--- config.mk ---
export PLATFORM = sky130hd
export DESIGN_NAME = register_file
export DESIGN_NICKNAME = d
export VERILOG_FILES = /design/src/rtl/register_file.sv
export SDC_FILE = /design/constraint.sdc
export NUM_CORES = 1
export LEC_CHECK = 0
export BUFFER_PORTS_ARGS = -buffer_cell sky130_fd_sc_hd__buf_2
export CORE_UTILIZATION = 50
export DETAILED_ROUTE_END_ITERATION = 12
export PLACE_DENSITY_LB_ADDON = 0.2
export SLEW_MARGIN = 20
export SYNTH_ARGS = -nofsm -noshare
export SYNTH_HDL_FRONTEND = slang
export SYNTH_SLANG_ARGS = --single-unit
--- constraint.sdc ---
create_clock -name clk -period 2 [get_ports clk]
set_input_delay 0.3 -clock clk [delete_from_list [all_inputs] [get_ports clk]]
set_output_delay 0.3 -clock clk [all_outputs]
set_load 0.01 [all_outputs]
--- src/rtl/register_file.sv ---
// Multi-ported register file with a per-register pending (reservation)
// scoreboard. Two combinational read ports with write-through bypass, one
// synchronous write port, and a reserve/flush interface for tracking
// registers whose producer has not yet written back.
//
// Optional hard-wired zero register: when zero_reg is set, register 0 reads
// as zero, never becomes pending, and silently drops writes.

module register_file #(
  parameter int unsigned bits     = 4,
  parameter int unsigned count    = 8,
  parameter bit          zero_reg = 1'b0,
  localparam int unsigned A       = $clog2(count)
) (
  input  logic            clk,
  input  logic            rst,

  // Write port
  input  logic            wenable,
  input  logic [A-1:0]    waddr,
  input  logic [bits-1:0] wdata,

  // Read ports
  input  logic [A-1:0]    raddr1,
  input  logic [A-1:0]    raddr2,
  output logic [bits-1:0] rdata1,
  output logic [bits-1:0] rdata2,

  // Reservation scoreboard
  input  logic            reserve,
  input  logic [A-1:0]    reserve_addr,
  input  logic            flush,
  output logic            busy1,
  output logic            busy2,
  output logic            busy_any
);

  // ---------------------------------------------------------------------------
  // State
  // ---------------------------------------------------------------------------
  logic [bits-1:0]  regs_q [count];
  logic [bits-1:0]  regs_d [count];
  logic [count-1:0] pending_q;
  logic [count-1:0] pending_d;

  // One-hot selects for the register being written / reserved this cycle.
  logic [count-1:0] wr_sel;
  logic [count-1:0] rsv_sel;

  // Qualified strobes: a hard-wired zero register swallows writes and
  // reservations aimed at address 0.
  logic wr_ok;
  logic rsv_ok;

  // Qualify the write and reserve strobes against the zero register.
  always_comb begin
    wr_ok  = wenable && !(zero_reg && (waddr == '0));
    rsv_ok = reserve && !(zero_reg && (reserve_addr == '0));
  end

  // Decode write and reserve addresses to one-hot register selects.
  always_comb begin
    wr_sel  = '0;
    rsv_sel = '0;
    if (wr_ok) begin
      wr_sel[waddr] = 1'b1;
    end
    if (rsv_ok) begin
      rsv_sel[reserve_addr] = 1'b1;
    end
  end

  // Next-state data: only the selected register loads the write data.
  always_comb begin
    for (int i = 0; i < count; i++) begin
      regs_d[i] = wr_sel[i] ? wdata : regs_q[i];
    end
  end

  // Next-state pending: a write retires the reservation, a reservation in the
  // same cycle re-arms it (a newer producer owns the register), and flush
  // overrides everything.
  always_comb begin
    pending_d = '0;
    if (!flush) begin
      pending_d = rsv_sel | (pending_q & ~wr_sel);
    end
  end

  // Storage and scoreboard registers with asynchronous clear.
  always_ff @(posedge clk or posedge rst) begin
    if (rst) begin
      for (int i = 0; i < count; i++) begin
        regs_q[i] <= '0;
      end
      pending_q <= '0;
    end else begin
      for (int i = 0; i < count; i++) begin
        regs_q[i] <= regs_d[i];
      end
      pending_q <= pending_d;
    end
  end

  // ---------------------------------------------------------------------------
  // Read ports
  // ---------------------------------------------------------------------------
  // Address-0 hits on a hard-wired zero register.
  logic rd1_zero;
  logic rd2_zero;
  // Write-through bypass hits. wr_ok already excludes the zero register, so
  // a dropped write to address 0 never bypasses.
  logic rd1_byp;
  logic rd2_byp;

  // Classify each read address.
  always_comb begin
    rd1_zero = zero_reg && (raddr1 == '0);
    rd2_zero = zero_reg && (raddr2 == '0);
    rd1_byp  = wr_ok && (waddr == raddr1);
    rd2_byp  = wr_ok && (waddr == raddr2);
  end

  // Read port 1 data: reset forces zero, then zero register, then bypass.
  always_comb begin
    rdata1 = '0;
    if (!rst && !rd1_zero) begin
      rdata1 = rd1_byp ? wdata : regs_q[raddr1];
    end
  end

  // Read port 2 data, same priority as port 1.
  always_comb begin
    rdata2 = '0;
    if (!rst && !rd2_zero) begin
      rdata2 = rd2_byp ? wdata : regs_q[raddr2];
    end
  end

  // Busy flags reflect registered pending state only; an in-flight write
  // does not clear busy until the edge that retires it.
  always_comb begin
    busy1    = 1'b0;
    busy2    = 1'b0;
    busy_any = 1'b0;
    if (!rst) begin
      busy1    = !rd1_zero && pending_q[raddr1];
      busy2    = !rd2_zero && pending_q[raddr2];
      busy_any = |pending_q;
    end
  end

endmodule

==> run metrics <==
xor/xnor share of the synthesized area=0.0210; DRT met1 WL=2.43 mm; detailed placement HPWL=4.26 mm; Max IR drop VDD=567 uV; max-cap viol count=0; Main synth FF type=dfrtp_1; setup slack, reg-to-reg=1.20 ns; FF+latch count, synth=40; post_cts resized=0; asr flop ratio synth=1.00; min Tclk post-route=1.91 ns; Static Leak=1.27 nW; WL per Instance=20.5 um; Final Util=0.593; grt ovf=0; top sig layer=met4; share of cells above drive strength 1=0.403; CTS tree=yes; mux cell area share after synthesis=0.393; syn avg cell area=13.7 um2; Area Growth Syn to Fin=13.1%; IO Port Bufs=31; first-pass GRT wire length=9.28 mm; Critical Path Source Type=flop; DRC errors left=0; Crit path depth=4; area share of the largest cell type after synthesis=0.399; wire length on met3=403 um; final non-filler cell total=288; cts bufs inserted=5; Power Density=770 mW/mm2; worst skew pair latency=0.29 ns; GRT Total Usage=0.244; fin crit share=0.957; synth cell count leaders=dfrtp_1 (40), mux2_2 (32), mux4_1 (20); Worst-Margin Slew=0.571 ns; main combinational cell family by area after synthesis=multiplexers; initial antenna violation count=0; vias in the first global route=1748; critical path's largest stage delay=0.53 ns; final number of hold-violating endpoints=0; Post-Route Skew=0 ns; I/O Pins=32; Core Box Area=0.00479 mm2; element type at the critical path end=primary output; Worst Hold Class=in2async; Bufs on Longest Clock Path=2; critical-path cell list=mux4_1 -> mux2i_1 -> a21oi_1 -> buf_2; Area contributors post-synth=dfrtp_1 (40%), mux4_1 (21%), mux2_2 (14%); largest net degree at the start of global routing=18; Post-synth EDFFs=0; Die Span X=72.8 um; cell area after synthesis=0.00251 mm2; root buffer cell=clkbuf_8; diodes inserted=0; Synth area leader=dfrtp_1; setup ws final=0.0860 ns; Seq/Total Area, Yosys=0.399; crit-path max FO=3; Post-CTS Setup Repair Bufs=0; R2R cell count=1; slew margin rel.=0.619; post-synthesis compound-gate area fraction=0.0559; initial DRC count=167; via count=1770; Routed Antenna Nets=0; Synth Area in Adders=0; CP required=1.70 ns; net total in the final layout=241; cell family with most CP delay=multiplexers; critical path class=reg2out; CP max stage cell=mux4_1; Die Height=72.8 um; critical path arrival=1.61 ns; Sink Count=40; Placed Cells=280; status=finished clean; RSZ-0062 raised after global routing=false; Synthesis Warnings=0; met2 WL=2.99 mm; final wirelength=5.90 mm; Final Max Slew Viols=0; most frequent cell after synthesis=dfrtp_1; clock-pin slew on the worst setup and hold paths=0.07 ns; routability cong.=0.856; Crit path buffers/inverters=1; Die ar.=0.00530 mm2; Reg-to-Reg End=regs_q[9]; first drt pass iteration count=4; row cnt=25; pre-CTS setup slack=0.102 ns; drt via density=6.15; Fin Hold WS=0.0901 ns; Post-Synthesis Cells=183; Yosys cell types=28; Post-Synth Simple-Gate Area=0.0933; final setup violation count=0; H-tree levels=2; worst reg2reg path startpoint=regs_q[9]; setup TNS=0 ns; post-synth net total=204; Initial Util=0.524; hold-fix buffers at CTS=0; Max Fclk=0.522 GHz
## worst max path at each step
stage | end | start | slack, ns
detailed placement | rdata1[2] | raddr1[1] | 0.10
global placement | rdata1[1] | raddr1[1] | 0.14
finish | rdata2[0] | regs_q[8] | 0.09
CTS | rdata1[0] | regs_q[8] | 0.04
global route | rdata1[2] | raddr1[1] | 0.003
floorplan | rdata1[0] | rst | 0.01
## logic make-up (layout without fill, tap and decap cells)
family,after synthesis,count (layout)
XOR/XNOR,6,6
flip-flops,40,40
multiplexers,62,62
AO/OA/AOI/OAI,25,25
buffers and inverters,15,53
AND/OR/NAND/NOR,35,35
## cell usage in the layout (no fill, tap or decap)
cell      count
mux2_2       32
nor2b_1       3
nor4_1        2
dfrtp_1      40
and2b_1       2
mux4_1       18
nand2_1       6
clkbuf_8      6
nand4_1       4
clkbuf_1      2
nor2_1        7
nor3b_4       1
nand3_2       1
a32oi_1       4
xnor2_1       6
nand3_1       1
mux2i_1      10
a21oi_1      13
nand2b_4      1
nand4b_1      1
o21ai_0       8
inv_1         1
and2_1        1
nand2b_1      3
nor3_4        2
buf_4        13
buf_2        31
mux4_2        2
## metrics by stage
stage	total power (W)	cell area, um2
finish	0.00218	2840
floorplan	0.00147	2510
global route	0.00229	2840
detailed placement	0.00165	2750
CTS	0.00219	2840
global placement	0.00161	2750
## routing by layer
metal	global-route usage	vias to the layer above
li1	-	791
met1	0.334	904
met2	0.411	69
met3	0.0373	6
met5	0	-
met4	0.0610	0
## registers in the layout (all words and copies together), names as in the netlist
name,count
pending_q,8
regs_q,32
## layout make-up
class / count / area [um2]
multi-input cells: 128 / 1410
repair buffers: 44 / 253
inverters: 1 / 3.75
well taps: 67 / 83.8
clock buffers: 8 / 90.1
fillers: 390 / 1950
flip-flops and latches: 40 / 1000
## power breakdown
group          switching [W]  total, W  internal [W]
sequential          0.000107   0.00107      0.000958
clock               0.000262  0.000544      0.000281
combinational       0.000233  0.000574      0.000342
(Power assumes the default switching activity.)
